## src/rtl/common_pkg.sv

```systemverilog
// Shared scalar aliases and instruction-bus transaction types.
package common;

    typedef logic [31:0] u32;
    typedef logic [63:0] u64;

    // Instruction-bus request. The fetch sequencer drives only valid and addr.
    typedef struct packed {
        logic       valid;
        u64         addr;
        logic [2:0] size;
        logic [7:0] strobe;
    } ibus_req_t;

    // Instruction-bus response: completion strobe plus the 32-bit word.
    typedef struct packed {
        logic data_ok;
        u32   data;
    } ibus_resp_t;

endpackage

```

## src/rtl/pipes_pkg.sv

```systemverilog
// Pipeline-stage control types shared between front-end sequencers.
package pipes;

    // IDLE: nothing in flight. REQ: live request. DROP: request orphaned by a
    // redirect, waiting only to swallow its response. HOLD: word buffered for decode.
    typedef enum logic [1:0] {
        IDLE = 2'd0,
        REQ  = 2'd1,
        DROP = 2'd2,
        HOLD = 2'd3
    } fetch_state_t;

    // Instructions are 4-byte aligned; any low PC bit set is a fetch fault.
    function automatic logic pc_misaligned(input logic [1:0] pc_lo);
        return pc_lo != 2'b00;
    endfunction

endpackage

```

## src/rtl/fetch_ctrl.sv

```systemverilog
// Fetch-stage ibus sequencer: launches one request at a time, keeps it stable
// until data_ok, swallows responses orphaned by a redirect and buffers the
// returned word (or a misalignment fault) until decode takes it.
module fetch_ctrl
    import common::*;
    import pipes::*;
#(
    parameter u64 RESET_ADDR = 64'h0
) (
    input  logic       clk,
    input  logic       reset,
    input  u64         pc,
    input  logic       fetch_en,
    input  logic       redirect,
    input  logic       dbus_busy,
    input  logic       dec_ready,
    output ibus_req_t  ireq,
    input  ibus_resp_t iresp,
    output logic       instr_valid,
    output u32         instr,
    output u64         instr_pc,
    output logic       instr_err,
    output logic       stallF
);

    fetch_state_t state_q;
    u64           addr_q;
    u32           instr_q;
    u64           pc_q;
    logic         err_q;

    // A new launch may start only when upstream allows it and the shared bus is free.
    logic launch_ok;
    logic pc_bad;
    assign launch_ok = fetch_en && !dbus_busy;
    assign pc_bad    = pc_misaligned(pc[1:0]);

    // Sequencer state and datapath registers; REQ/DROP never leave before data_ok
    // except via reset, so the bus request is never withdrawn.
    always_ff @(posedge clk or posedge reset) begin
        if (reset) begin
            state_q <= IDLE;
            addr_q  <= RESET_ADDR;
            instr_q <= '0;
            pc_q    <= '0;
            err_q   <= 1'b0;
        end else begin
            case (state_q)
                IDLE: begin
                    if (launch_ok && !redirect) begin
                        if (pc_bad) begin
                            instr_q <= '0;
                            pc_q    <= pc;
                            err_q   <= 1'b1;
                            state_q <= HOLD;
                        end else begin
                            addr_q  <= pc;
                            state_q <= REQ;
                        end
                    end
                end
                REQ: begin
                    if (iresp.data_ok) begin
                        if (redirect) begin
                            state_q <= IDLE;
                        end else begin
                            instr_q <= iresp.data;
                            pc_q    <= addr_q;
                            err_q   <= 1'b0;
                            state_q <= HOLD;
                        end
                    end else if (redirect) begin
                        state_q <= DROP;
                    end
                end
                DROP: begin
                    if (iresp.data_ok) begin
                        state_q <= IDLE;
                    end
                end
                HOLD: begin
                    if (redirect) begin
                        err_q   <= 1'b0;
                        state_q <= IDLE;
                    end else if (dec_ready) begin
                        if (launch_ok && pc_bad) begin
                            instr_q <= '0;
                            pc_q    <= pc;
                            err_q   <= 1'b1;
                            state_q <= HOLD;
                        end else if (launch_ok) begin
                            addr_q  <= pc;
                            err_q   <= 1'b0;
                            state_q <= REQ;
                        end else begin
                            err_q   <= 1'b0;
                            state_q <= IDLE;
                        end
                    end
                end
                default: state_q <= IDLE;
            endcase
        end
    end

    // Bus request decoded from registered state; unused request fields tied off.
    always_comb begin
        ireq       = '0;
        ireq.valid = (state_q == REQ) || (state_q == DROP);
        ireq.addr  = addr_q;
    end

    // The PC register advances only when decode consumes the buffered entry.
    always_comb begin
        instr_valid = (state_q == HOLD);
        instr       = instr_q;
        instr_pc    = pc_q;
        instr_err   = err_q;
        stallF      = !((state_q == HOLD) && dec_ready && !redirect);
    end

endmodule

```

## config.mk

```make
export PLATFORM = sky130hd
export DESIGN_NAME = fetch_ctrl
export DESIGN_NICKNAME = d
export VERILOG_FILES = /design/src/rtl/common_pkg.sv /design/src/rtl/pipes_pkg.sv /design/src/rtl/fetch_ctrl.sv
export SDC_FILE = /design/constraint.sdc
export NUM_CORES = 1
export LEC_CHECK = 0
export BUFFER_PORTS_ARGS = -buffer_cell sky130_fd_sc_hd__buf_2
export CELL_PAD_IN_SITES_DETAIL_PLACEMENT = 1
export CELL_PAD_IN_SITES_GLOBAL_PLACEMENT = 2
export CORE_ASPECT_RATIO = 0.9
export CORE_MARGIN = 4
export CORE_UTILIZATION = 35
export DETAILED_ROUTE_END_ITERATION = 12
export GPL_ROUTABILITY_DRIVEN = 1
export GPL_TIMING_DRIVEN = 0
export PLACE_DENSITY = 0.95
export SLEW_MARGIN = 20
export SYNTH_ARGS = -nofsm -noshare
export SYNTH_HDL_FRONTEND = slang
export SYNTH_SLANG_ARGS = --single-unit
```

## constraint.sdc

```tcl
create_clock -name clk -period 9.4 [get_ports clk]
set_clock_uncertainty 0.1 [all_clocks]
set_input_delay 0.47 -clock clk [delete_from_list [all_inputs] [get_ports clk]]
set_output_delay 0.47 -clock clk [all_outputs]
set_load 0.02 [all_outputs]
```

Word level (Yosys, flattened, before mapping)
Cells that the tools add are included.
Storage, ports and cells
  logic and storage cells: 80
  memory bits (writable): 0
  bits in read-only memories: 0
  memories: 0
  bits in latches: 0
  register bits: 163
Operators by class
  divide/modulo/power cells: 0
  bitwise operators: 0
  order comparisons: 0
  equality and inequality tests: 16
  multiplexer cells: 42
  shift operators: 0
  multipliers: 0
  reductions and logical operators: 17
  add/sub/neg operators: 0
Operators by type and width (count)
  2-to-1 mux 64 bit: 13
  2-to-1 mux 32 bit: 7
  case mux 64 bit (3 select lines): 1
  case mux 64 bit (2 select lines): 1
  case mux 32 bit (3 select lines): 1
  2-to-1 mux 2 bit: 9
  inequality test 2 bit, second input constant: 9
  2-to-1 mux 1 bit: 8
  case mux 2 bit (4 select lines): 1
  AND reduction 8 bit: 1
  AND reduction 7 bit: 1
  inequality test 3 bit, second input constant: 2
  AND reduction 6 bit: 1
  logical AND 1 bit: 5
  == test 2 bit, second input constant: 2
  inequality test 2 x 1 -> 1 bit, second input constant: 2
  AND reduction 4 bit: 1
  nonzero test 2 bit: 2
  logical NOT 1 bit: 3
  case mux 1 bit (3 select lines): 1
  nonzero test 3 bit: 1
  == test 2 x 1 -> 1 bit, second input constant: 1
  logical NOT 2 bit: 1
  logical OR 1 bit: 1

Depth between registers and ports, before layout
  word-level depth: 7
  mapped depth: 8
  mapped depth without buffers: 6

Worst setup path after synthesis
No wires, ideal clock.
  path kind: register -> register
  start: reg state_q[0]
  end: reg addr_q[10]
  buffers on the path: 1
  setup slack: 7028 ps
  arrival: 2147 ps
  data required time: 9175 ps
  cell stages (with the launch flop): 8
  cells stage by stage: dfrtp_1 > inv_1 > ha_1 > nor2_1 > a221o_2 > nor4_4 > buf_6 > mux2_4
Between the ends
  cells in the longest elaborated chain, start to end: 3
  elaborated cells between the ends (all ways): 11
Ends and longest elaborated chain
  start, declared: line fetch_ctrl.sv:26  | fetch_state_t state_q;
  start signal, assigned: line fetch_ctrl.sv:42  | state_q <= IDLE;
  start signal, assigned: line fetch_ctrl.sv:55  | state_q <= HOLD;
  start signal, assigned: line fetch_ctrl.sv:58  | state_q <= REQ;
  == test 2 bit or logical NOT 2 bit (tied branches): line fetch_ctrl.sv:48  | case (state_q)
  inequality test 2 bit (no line), or another cell as far along
  AND reduction 7 bit (no line)
  end signal, assigned: line fetch_ctrl.sv:57  | addr_q <= pc;
  end signal, assigned: line fetch_ctrl.sv:92  | addr_q <= pc;
  end, declared: line fetch_ctrl.sv:27  | u64 addr_q;
Several ways; a longest one is shown, not always the timed one.
A chain may end at the register's enable or synchronous reset.

Final worst setup path
  start: reg state_q[0]
  end: reg addr_q[6]
The elaborated chain is that of the path after synthesis.

==> metrics.md <==
| Metric | Value |
|---|---|
| Status | `completed` |
| Total of warnings raised by yosys | `0` |
| PwrDens | `393 nW/µm²` |
| Synthesis-to-layout area growth | `31.4%` |
| M1 WL | `8.82 mm` |
| Fin cells | `1127` |
| Commonest non-fill, non-tap cell in the layout | `buf_2` |
| Max-slew violation count | `0` |
| Total CTS buffers | `17` |
| Area of the multi-input gates | `approximately 3100 µm²` |
| Unrepaired setup endpoints after global routing | `false` |
| Die height | `between 100 and 150 µm` |
| Hold Path Cell Cnt | `2` |
| H-tree Lvls | `4` |
| Residual DRC | `0` |
| Root Buffer | `clkbuf_16` |
| Register area | `a little over 4000 µm²` |
| Count of cell types in the netlist | `28` |
| Slew margin rel. | `0.368` |
| Placed cell area | `around 9300 µm²` |
| Input/output buffers | `266` |
| Worst-path maximum fanout | `10` |
| Pre-antenna DRT Iters | `4` |
| Final Hold Viols | `0` |
| Comb pwr share | `0.501` |
| Most frequent cells in the layout | `buf_2, dfrtp_1, mux2_2` |
| Core ar. | `21100 µm²` |
| Starting DRT DRC Count | `147` |
| Clock buffer depth | `2` |
| Crit end category | `flop` |
| Grt total ovfl | `0` |
| WL met3 | `about 1.5 mm` |
| CTS tree | `done` |
| First-pass GRT wire length | `32.4 mm` |
| Switching Share | `0.393` |
| Largest net degree at the start of global routing | `96` |
| Slew @ Worst Pin | `0.940 ns` |
| Psw | `1.54 mW` |
| Leak | `roughly 5 nW` |
| CP Data Required Time | `~9.6 ns` |
| Number of global-route vias before repair | `5692` |
| Post-CTS setup buffer count | `0` |
| Clk slew on worst S/H paths | `0.07 ns` |
| Register area share after synthesis | `0.538` |
| Worst r2r path cells | `7` |
| Hold WS | `0.185 ns` |
| Final setup fails | `0` |
| Gr usage total | `0.170` |
| Tcrit/Tclk final | `0.302` |
| Max Clk Rate | `0.353 GHz` |
| Vias post-DR | `between 5000 and 6000` |
| Maximum VDD drop | `162 µV` |
| Wirelength, routed | `20.4 mm` |
| Routed wire per std cell | `18.1 µm` |
| MaxCap Viol Count | `0` |
| Clock Latency Late Sink | `0.42 ns` |
| Reg power frac | `0.313` |
| Vias/cell | `4.61` |
| Placed cell count | `1095` |
| Startpoint types | `flop` |
| Routed Antenna Nets | `0` |
| Starting density of the core | `0.360` |
| Antenna Cells | `0` |
| Initial antenna violation count | `0` |
| Worst Path Arrival | `just over 3 ns` |
| Critical path class | `reg2reg` |
| Die W | `about 160 µm` |
| Layout fillers | `2255` |
| Final net count | `939` |
| Hold crit path type | `in2reg` |
| Layout cells sized above 1 | `0.618` |
| GP Congestion | `roughly 0.75` |
| Layout Utilization | `0.473` |
| Post-Syn Area per Cell | `14.3 µm²` |
| #FFs+latches synth | `between 150 and 200` |
| Post-layout instance area | `9960 µm²` |
| Highest metal used | `met4` |
| Total clock sinks | `roughly 160` |
| Met2 wire len | `9.95 mm` |
| Post-Syn Instances | `~530` |
| Die ar. | `24100 µm²` |
| I/O pins | `approximately 280` |
| Post-DP HPWL | `15.2 mm` |
| Post-Syn Area | `7580 µm²` |
| Setup TNS | `0 ns` |
| Clk pwr share | `0.186` |
| Cell Int Power | `between 2 and 2.5 mW` |
| Minimum clock period | `~2.8 ns` |
| Row Count | `50` |
==> routing by layer <==
metal	up-vias	GRT usage
li1	2394	-
met5	-	0
met4	0	0.0398
met2	164	0.284
met1	2622	0.216
met3	15	0.0555
==> critical path: stages (launching register included) <==
cell	delay, ns
dfrtp_1	0.43
inv_1	0.17
ha_1	0.27
nor2_1	0.07
a221o_2	0.33
nor4_4	0.71
buf_6	0.31
mux2_4	0.32
==> through the flow <==
stage,total power [mW],worst slack (ns)
4_1_cts,3.99,6.49
2_1_floorplan,2.59,4.43
6_report,3.92,6.57
5_1_grt,4.17,6.40
3_3_place_gp,3.17,2.33
3_5_place_dp,3.23,6.52
==> registers in the layout (all words and copies together) (netlist names) <==
name,flops
state_q,2
instr_pc,64
addr_q,64
instr_err,1
instr,32
==> synth_stat cells <==
master	number	area, µm²
o21a_1	2	15.0
o21ai_0	2	10.0
or3b_2	2	17.5
mux2_4	58	871
ha_1	7	87.6
a221o_2	1	11.3
clkbuf_1	11	41.3
nand3_1	1	5.00
nand2b_1	2	12.5
nor3_1	1	5.00
nor3b_1	1	7.51
nor2b_1	2	12.5
a221oi_1	1	8.76
mux2_2	132	1490
nand2_1	34	128
inv_1	37	139
buf_2	6	30.0
buf_4	15	113
nor2_1	2	7.51
dfrtp_1	163	4080
nor4_4	1	21.3
a31oi_1	1	6.26
a21oi_1	6	30.0
nand2b_2	1	8.76
conb_1	1	3.75
a22o_1	1	8.76
buf_6	7	78.8
mux2i_1	34	340
==> power by group through the flow <==
stage,clock network (mW),registers [mW],logic (mW)
4_1_cts,0.753,1.23,2.00
3_3_place_gp,0,1.22,1.95
5_1_grt,0.785,1.27,2.11
3_5_place_dp,0,1.23,2.00
2_1_floorplan,0,1.59,1.00
6_report,0.729,1.23,1.96
==> final cells by class <==
cell class | count | share of cell area
clock buffers | 21 | 0.0462
well taps | 286 | 0.0359
multi-input cells | 303 | 0.315
plain buffers | 39 | 0.0264
inverters | 37 | 0.0147
repair buffers | 268 | 0.137
flip-flops and latches | 163 | 0.409
clock inverters | 10 | 0.0148
==> path summary, 6_finish.rpt <==
check / from / endpoint / slack [ns]
worst min register to register: instr_pc[17] / instr_pc[17] / 0.40
worst max-delay path: state_q[0] / addr_q[6] / 6.57
min in group asynchronous: reset / addr_q[43] / 0.54
worst min-delay path: pc[56] / addr_q[56] / 0.19
max in group asynchronous: reset / instr[9] / 7.80
worst max register to register: state_q[0] / addr_q[6] / 6.57
==> timing repair <==
action | in CTS | in global routing
resized for setup | 0 | 0
hold endpoints to repair | 3 | 0
hold buffers | 1 | 0
==> cells by family after synthesis <==
kind of cell | synth area share
simple gates | 0.0297
other cells | 0.000494
mux | 0.356
buf+inv | 0.0530
flops | 0.538
compound gates | 0.0119
fa+ha+maj | 0.0115
(Power assumes the default switching activity.)
